--- src/rtl/uart_rx_fifo.sv ---
// UART receiver with a first-word-fall-through receive FIFO.
// The line is synchronised, oversampled at mid-bit using a tick counter,
// and each complete frame is pushed as {perr, ferr, data}. A frame whose
// data, parity and stop samples are all zero is reported as a line break
// instead, and the receiver then waits for the line to go high again.
module uart_rx_fifo #(
  parameter int CLK_HZ       = 50_000_000,
  parameter int BIT_RATE     = 9600,
  parameter int PAYLOAD_BITS = 8,
  parameter int STOP_BITS    = 1,
  parameter int PARITY       = 0,
  parameter int FIFO_DEPTH   = 4
) (
  input  logic                    clk,
  input  logic                    resetn,
  input  logic                    uart_rxd,
  input  logic                    uart_rx_en,
  output logic [PAYLOAD_BITS-1:0] rd_data,
  output logic                    rd_perr,
  output logic                    rd_ferr,
  output logic                    rd_valid,
  input  logic                    rd_ready,
  output logic                    uart_rx_break,
  output logic                    overrun
);

  localparam int BAUD_TICKS = CLK_HZ / BIT_RATE;
  localparam int HALF       = BAUD_TICKS / 2;
  localparam int CNT_W      = $clog2(BAUD_TICKS + 1);
  localparam int BIT_W      = $clog2(PAYLOAD_BITS + 1);
  localparam int PTR_W      = $clog2(FIFO_DEPTH);
  localparam int OCC_W      = PTR_W + 1;
  localparam int ENTRY_W    = PAYLOAD_BITS + 2;

  localparam logic [CNT_W-1:0] BAUD_RELOAD = CNT_W'(BAUD_TICKS - 1);
  localparam logic [CNT_W-1:0] HALF_RELOAD = CNT_W'(HALF - 1);
  localparam logic [BIT_W-1:0] LAST_BIT    = BIT_W'(PAYLOAD_BITS - 1);
  localparam logic             LAST_STOP   = 1'(STOP_BITS - 1);
  localparam logic [OCC_W-1:0] FULL_COUNT  = OCC_W'(FIFO_DEPTH);

  typedef enum logic [2:0] {
    S_IDLE,
    S_START,
    S_DATA,
    S_PARITY,
    S_STOP,
    S_BRKWAIT
  } state_e;

  // Receiver state
  logic                    rxd_meta_q, rxs_q;
  state_e                  state_q, state_d;
  logic [CNT_W-1:0]        tick_q, tick_d;
  logic [BIT_W-1:0]        bit_q, bit_d;
  logic                    stop_q, stop_d;
  logic [PAYLOAD_BITS-1:0] data_q, data_d;
  logic                    par_q, par_d;
  logic                    ferr_q, ferr_d;
  logic                    brk_q, brk_d;
  logic                    ovr_q, ovr_d;

  // Frame completion strobes from the receiver to the FIFO
  logic                    frame_done;
  logic                    ferr_final;
  logic                    perr;
  logic                    par_xor;

  // FIFO state
  logic [ENTRY_W-1:0]      mem_q [FIFO_DEPTH];
  logic [PTR_W-1:0]        wr_ptr_q, rd_ptr_q;
  logic [OCC_W-1:0]        count_q, count_d;
  logic                    full, empty, push, pop;
  logic [ENTRY_W-1:0]      head;

  // Two-flop synchroniser on the asynchronous serial line, idling high.
  // NOTE: sequential state uses non-blocking assignments so every flop samples pre-edge values.
  always_ff @(posedge clk or negedge resetn) begin
    if (!resetn) begin
      rxd_meta_q <= 1'b1;
      rxs_q      <= 1'b1;
    end else begin
      rxd_meta_q <= uart_rxd;
      rxs_q      <= rxd_meta_q;
    end
  end

  // Receiver register bank.
  always_ff @(posedge clk or negedge resetn) begin
    if (!resetn) begin
      state_q <= S_IDLE;
      tick_q  <= '0;
      bit_q   <= '0;
      stop_q  <= 1'b0;
      data_q  <= '0;
      par_q   <= 1'b0;
      ferr_q  <= 1'b0;
      brk_q   <= 1'b0;
      ovr_q   <= 1'b0;
    end else begin
      state_q <= state_d;
      tick_q  <= tick_d;
      bit_q   <= bit_d;
      stop_q  <= stop_d;
      data_q  <= data_d;
      par_q   <= par_d;
      ferr_q  <= ferr_d;
      brk_q   <= brk_d;
      ovr_q   <= ovr_d;
    end
  end

  // Parity check against the configured mode; zero when parity is disabled.
  always_comb begin
    par_xor = ^{data_q, par_q};
    if (PARITY == 1)      perr = ~par_xor;
    else if (PARITY == 2) perr = par_xor;
    else                  perr = 1'b0;
  end

  // Receiver next-state: mid-bit sampling, break detection and frame completion.
  // NOTE: every signal written here gets a default first so no latch is inferred.
  always_comb begin
    state_d    = state_q;
    tick_d     = tick_q;
    bit_d      = bit_q;
    stop_d     = stop_q;
    data_d     = data_q;
    par_d      = par_q;
    ferr_d     = ferr_q;
    brk_d      = 1'b0;
    frame_done = 1'b0;
    ferr_final = ferr_q | ~rxs_q;

    unique case (state_q)
      S_IDLE: begin
        if (!rxs_q && uart_rx_en) begin
          state_d = S_START;
          tick_d  = HALF_RELOAD;
        end
      end
      S_START: begin
        if (tick_q == '0) begin
          if (rxs_q) begin
            state_d = S_IDLE;
          end else begin
            state_d = S_DATA;
            tick_d  = BAUD_RELOAD;
            bit_d   = '0;
            stop_d  = 1'b0;
            data_d  = '0;
            par_d   = 1'b0;
            ferr_d  = 1'b0;
          end
        end else begin
          tick_d = tick_q - CNT_W'(1);
        end
      end
      S_DATA: begin
        if (tick_q == '0) begin
          // LSB arrives first, so shifting in from the top leaves it at bit 0.
          data_d = {rxs_q, data_q[PAYLOAD_BITS-1:1]};
          tick_d = BAUD_RELOAD;
          if (bit_q == LAST_BIT) begin
            state_d = (PARITY != 0) ? S_PARITY : S_STOP;
          end else begin
            bit_d = bit_q + BIT_W'(1);
          end
        end else begin
          tick_d = tick_q - CNT_W'(1);
        end
      end
      S_PARITY: begin
        if (tick_q == '0) begin
          par_d   = rxs_q;
          tick_d  = BAUD_RELOAD;
          state_d = S_STOP;
        end else begin
          tick_d = tick_q - CNT_W'(1);
        end
      end
      S_STOP: begin
        if (tick_q == '0) begin
          ferr_d = ferr_final;
          if (stop_q == LAST_STOP) begin
            if (data_q == '0 && (PARITY == 0 || !par_q) && ferr_final) begin
              brk_d   = 1'b1;
              state_d = S_BRKWAIT;
            end else begin
              frame_done = 1'b1;
              state_d    = S_IDLE;
            end
          end else begin
            stop_d = 1'b1;
            tick_d = BAUD_RELOAD;
          end
        end else begin
          tick_d = tick_q - CNT_W'(1);
        end
      end
      S_BRKWAIT: begin
        if (rxs_q) state_d = S_IDLE;
      end
      default: state_d = S_IDLE;
    endcase
  end

  // FIFO handshake: a full FIFO still accepts a frame when the head leaves this cycle.
  always_comb begin
    full    = (count_q == FULL_COUNT);
    empty   = (count_q == '0);
    pop     = !empty && rd_ready;
    push    = frame_done && (!full || pop);
    ovr_d   = frame_done && full && !pop;
    count_d = count_q;
    if (push && !pop)      count_d = count_q + OCC_W'(1);
    else if (pop && !push) count_d = count_q - OCC_W'(1);
  end

  // FIFO pointers and occupancy; pointers wrap naturally at the power-of-two depth.
  always_ff @(posedge clk or negedge resetn) begin
    if (!resetn) begin
      wr_ptr_q <= '0;
      rd_ptr_q <= '0;
      count_q  <= '0;
    end else begin
      if (push) wr_ptr_q <= wr_ptr_q + PTR_W'(1);
      if (pop)  rd_ptr_q <= rd_ptr_q + PTR_W'(1);
      count_q <= count_d;
    end
  end

  // FIFO storage written on accepted pushes.
  // NOTE: storage is left unreset; the output mux below hides stale contents while empty.
  always_ff @(posedge clk) begin
    if (push) mem_q[wr_ptr_q] <= {perr, ferr_final, data_q};
  end

  // Head-of-FIFO presentation, forced to zero while empty.
  always_comb begin
    head                        = empty ? '0 : mem_q[rd_ptr_q];
    {rd_perr, rd_ferr, rd_data} = head;
    rd_valid                    = !empty;
    uart_rx_break               = brk_q;
    overrun                     = ovr_q;
  end

endmodule
--- config.mk ---
export PLATFORM = sky130hd
export DESIGN_NAME = uart_rx_fifo
export DESIGN_NICKNAME = d
export VERILOG_FILES = /design/src/rtl/uart_rx_fifo.sv
export SDC_FILE = /design/constraint.sdc
export NUM_CORES = 1
export LEC_CHECK = 0
export BUFFER_PORTS_ARGS = -buffer_cell sky130_fd_sc_hd__buf_4
export CAP_MARGIN = 40
export CORE_ASPECT_RATIO = 1.2
export CORE_MARGIN = 3
export CORE_UTILIZATION = 35
export CTS_CLUSTER_SIZE = 10
export DETAILED_ROUTE_END_ITERATION = 7
export PLACE_DENSITY = 0.61
export SLEW_MARGIN = 20
export SYNTH_ARGS = -nofsm -noshare
export SYNTH_HDL_FRONTEND = slang
export SYNTH_SLANG_ARGS = --single-unit
--- constraint.sdc ---
create_clock -name clk -period 5.9 [get_ports clk]
set_clock_uncertainty 0.1 [all_clocks]
set_input_delay 1.18 -clock clk [delete_from_list [all_inputs] [get_ports clk]]
set_output_delay 1.18 -clock clk [all_outputs]
set_load 0.02 [all_outputs]
# Yosys cells after proc, flatten, opt, wreduce, memory -nomap -nowiden
# Memory sizes are Yosys's and may differ from the RTL's.
# Cells that the tools add are included.
# word_totals
regBits,41
memories,1
in_bits,5
wordCells,116
out_inout_bits,13
ram_bits,36
# op_classes
n_bitwise,2
mux,47
n_addsub,6
eq_ne,19
reduce_logical,28
# memory_table
name,words,word_bits,read_ports,rd_ports_with_merged_regs,write_ports,line,text
mem_q,4,9,1,0,1,69,logic [ENTRY_W-1:0] mem_q [FIFO_DEPTH];
# ops
operator,n
13-bit 2-to-1 mux,6
13-bit one-hot mux with 4 select lines,1
3-bit 2-to-1 mux,11
8-bit 2-to-1 mux,3
2-bit inequality test (second input constant),10
3-bit one-hot mux with 6 select lines,1
4-bit 2-to-1 mux,4
8-bit one-hot mux with 2 select lines,1
1-bit 2-to-1 mux,15
13-bit zero test,1
13-bit by 1-bit subtractor with 13-bit output (second input constant),1
4-bit AND reduction,3
10-bit 2-to-1 mux,1
3-bit equality test (second input constant),3
1-bit logical AND,8
8-bit zero test,1
4-bit one-hot mux with 2 select lines,1
8-bit AND reduction,1
3-bit by 2-bit equality test with 1-bit output (second input constant),2
3-bit zero test,2
3-bit inequality test (second input constant),2
2-bit nonzero test,3
1-bit zero test,5
5-bit AND reduction,1
13 further kinds,15

# Logic depth before layout (Yosys ltp)
# depth
ltp_word,12
mapped_depth,13
depth_no_buf,12

# Least setup slack after synthesis
# No wires, ideal clock.
# synth_path
path_type,input port to flip-flop
start,input rd_ready
end,register count_q[1]
n_path_buf,0
cell_stages,7
arrival_ps,2593
setup_slack_ps,3082
required_time_ps,5675
setup_time_ps,125
path_cell_list,nand2b_1 nor3_1 nor2_4 ha_1 inv_1 fa_1 mux2_2
# synth_via
word_cells_on_any_way,9
classes_between,1 x mux; 8 x reduce/logical
# synth_rtl
element,line,text
from (decl),22,"input logic rd_ready,"
1-bit logical AND,211,pop = !empty && rd_ready;
1-bit logical OR,212,push = frame_done && (!full || pop);
1-bit logical AND,212,
net push,72,"logic full, empty, push, pop;"
1-bit logical AND,215,if (push && !pop) count_d = count_q + OCC_W'(1);
3-bit 2-to-1 mux,215,
net count_d[1],71,"logic [OCC_W-1:0] count_q, count_d;"
to (signal assigned),228,count_q <= count_d;
to (decl),71,
# The timed path passes the listed nets, and every way through them passes these cells.
# A chain may end at the register's enable or synchronous reset.

# Final worst setup path
# layout_path
start,register rd_ptr_q[0]
end,output rd_data[3]
# layout_via
elab_chain_cells,2
# layout_rtl
element,line,text
from (decl),70,"logic [PTR_W-1:0] wr_ptr_q, rd_ptr_q;"
from (signal assigned),227,if (pop) rd_ptr_q <= rd_ptr_q + PTR_W'(1);
memory 4 x 9 bit,-,
10-bit 2-to-1 mux,240,head = empty ? '0 : mem_q[rd_ptr_q];
to (decl),18,"output logic [PAYLOAD_BITS-1:0] rd_data,"
# No other way between the ends.

==> metrics.md <==
| Metric | Value |
|---|---|
| Status | completed |
| Routed Wire Length | 6310 um |
| Largest net degree at the start of global routing | 41 |
| Setup TNS | 0 ns |
| NumNets Final | 301 |
| Die Ht | 116 um |
| Max_cap viols | 0 |
| TritonCTS clock tree | done |
| Syn Std Cell Area | 3540 um2 |
| Data arrival time of the critical path | 2.01 ns |
| Antenna violations before repair | 0 |
| WS Path Type | flip-flop to output port |
| Die Wd | 97.8 um |
| Worst r2r path cells | 12 |
| Cell chain of the critical path | mux4_2, and2_1, buf_4 |
| Synth Register Bits | 76 |
| Post-DP HPWL | 4320 um |
| Clock Path Buffers | 2 |
| Worst hold margin | 0.255 ns |
| Proportion of layout cells with a drive suffix above 1 | 0.212 |
| VDD IR-drop max | 0.000152 V |
| Io pins | 18 |
| Crit. Startpoint | rd_ptr_q[0] |
| Number of flops mapped to enable cells by yosys | 36 |
| Crit share post-route | 0.558 |
| Worst-margin pin slew | 0.658 ns |
| Post-synthesis cell count | 272 |
| Largest stage delay, worst path | 0.76 ns |
| Capture point of the worst path | rd_data[3] |
| GRT Util Overall | 0.121 |
| Overflow after GRT | 0 |
| Yosys synthesis warning count | 0 |
| Worst min-delay path category | flip-flop to flip-flop |
| CP max-delay cell | dfrtp_1 |
| Rows | 39 |
| Clock Tree Root | clkbuf_16 |
| First-pass GRT wire length | 10800 um |
| Detailed-route wire length per cell | 15.2 um |
| Area growth, synth to finish | 14.9% |
| Part of the power in the clock network | 0.433 |
| Slew margin rel. | 0.561 |
| Core footprint | 9710 um2 |
| GRT met1 Usage | 0.151 |
| Starting DRT DRC Count | 89 |
| P per Cell Area | 318 nW/um2 |
| Drt pass-1 iters | 4 |
| Crit-path max FO | 11 |
| RSZ-0062 raised after global routing | no |
| GR met3 Demand/Resource | 0.0299 |
| Most crowded layer after global routing | met2 |
| Pre-CTS setup slack | 2.79 ns |
| Pleak | 1.67 nW |
| Die Footprint | 11400 um2 |
| DR vias | 2161 |
| Crit. End Element | output port |
| Met2 Use GR | 0.204 |
| Vias per cell | 5.19 |
| DRC | 0 |
| Sequential Power Share | 0.481 |
| Hold Buf Count CTS | 0 |
| Max Fclk | 0.304 GHz |
| Initial Utilization | 0.365 |
| Cell Int Power | 972 uW |
| Vias in the first global route | 2211 |
| R2R Setup Slk | 2.82 ns |
| Switching part of the total | 0.249 |
| Startpoint Class | flip-flop |
| Final Hold Violating Endpoints | 0 |
| FILL cells | 889 |
| # resized after CTS | 0 |
| Post-route ant nets | 0 |
| Cts bufs inserted | 9 |
| # Post-CTS Setup Buffers | 0 |
| I/O Buffers | 16 |
| Skew-Pair Late Insertion Delay | 0.33 ns |
| Final Worst Setup Slack | 2.61 ns |
| WP data required | 4.62 ns |
| Pins over their slew limit | 0 |
| Synth Area per Inst | 13.0 um2 |
| Number of diodes | 0 |
| Sequential cell area fraction in the yosys report | 0.588 |
| Fin util | 0.419 |
| Most common cell after layout, fill and taps aside | dfrtp_1 |
| Net Switching | 323 uW |
| # setup viols final | 0 |
| # clock sinks | 76 |
| Tmin final | 3.29 ns |
| Ys flop type | dfrtp_1 |
| Commonest cells after routing, fill and taps aside | dfrtp_1 (38), edfxtp_1 (36), nand2_1 (17), buf_4 (17), nor2_1 (15) |
| H-tree levels | 3 |
| Crit Reg-Reg Endpoint | count_q[2] |
| GP Congestion | 0.747 |
| Syn nets | 285 |
| Reg2Reg Launch Point | tick_q[0] |
| Unique cell type count in the Yosys netlist | 59 |
| Ys async rst share | 0.526 |
| Reg clk slew, reported paths | 0.06 ns |
| Comb power frac | 0.086 |
-- cell usage after synthesis (3+ instances only) --
cell	number	area [um2]
o21ai_1	3	15.0
clkbuf_1	4	15.0
nor4_1	5	31.3
buf_4	3	22.5
o21ai_0	13	65.1
or2_2	3	18.8
nor2_1	15	56.3
dfrtp_1	38	951
xnor2_1	6	52.6
xor2_1	4	35.0
nand2_1	17	63.8
and2_1	14	87.6
nand2b_1	6	37.5
mux4_2	9	203
o41ai_1	3	26.3
ha_1	7	87.6
buf_2	5	25.0
inv_1	7	26.3
nor3_1	6	30.0
a21oi_1	5	25.0
nand3_1	9	45.0
a22o_1	9	78.8
edfxtp_1	36	1080
or3_1	3	18.8
-- cell type report --
type,count,area [um2],share of cell area
multi-input cells,177,1370,0.336
flip-flops and latches,76,2080,0.512
repair buffers,17,128,0.0314
inverters,7,26.3,0.00646
clock inverters,7,82.6,0.0203
well taps,123,154,0.0378
clock buffers,9,225,0.0554
-- power by group through the flow --
| stage | sequential (mW) | combinational [mW] | clock (mW) |
|---|---|---|---|
| after floorplan | 0.597 | 0.114 | 0 |
| after global placement | 0.637 | 0.111 | 0 |
| after detailed placement | 0.636 | 0.114 | 0 |
| after CTS | 0.626 | 0.114 | 0.577 |
| after global routing | 0.630 | 0.122 | 0.601 |
| final | 0.623 | 0.111 | 0.560 |
-- critical path: cells and delay by family, from the launching register on --
| family | cells | cell delay, ns |
|---|---|---|
| flops | 1 | 0.76 |
| simple gates | 1 | 0.17 |
| buf+inv | 1 | 0.15 |
| mux | 1 | 0.59 |
-- state kept, by name, summed over array words and instances (netlist names), 2 cells and up --
signal	flops
bit_q	4
count_q	3
data_q	8
mem_q	36
rd_ptr_q	2
state_q	3
tick_q	13
wr_ptr_q	2
-- per-layer routing --
layer | vias up | part of all wire | wire length, um
met2 | 32 | 0.50 | 3170
li1 | 1049 | - | -
met4 | 0 | 0.014 | 87
met5 | - | 0 | 0
met1 | 1073 | 0.45 | 2850
met3 | 7 | 0.032 | 205
-- stage by stage --
stage | total power [mW] | area, um2 | cells
6_report | 1.30 | 4070 | 416
4_1_cts | 1.32 | 4070 | 416
3_5_place_dp | 0.751 | 3760 | 400
5_1_grt | 1.35 | 4070 | 416
2_1_floorplan | 0.711 | 3540 | 272
3_3_place_gp | 0.748 | 3750 | 399
-- worst min-delay path by stage --
stage / from / end / depth (start not counted)
floorplan: rxd_meta_q / rxs_q / 0
global placement: rxd_meta_q / rxs_q / 0
detailed placement: rxd_meta_q / rxs_q / 0
CTS: rxd_meta_q / rxs_q / 0
global route: rxd_meta_q / rxs_q / 0
finish: rxd_meta_q / rxs_q / 0
-- cells by family (layout without fill, tap and decap cells) --
family / Yosys count / count (layout) / synth area share
other cells: 1 / 1 / 0.00106
compound gates: 49 / 49 / 0.0993
mux: 12 / 12 / 0.0668
fa+ha+maj: 8 / 8 / 0.0304
simple gates: 97 / 97 / 0.164
xor+xnor: 10 / 10 / 0.0247
flops: 76 / 76 / 0.588
buf+inv: 19 / 40 / 0.0251
No activity file was read; power rests on OpenSTA's default activity.
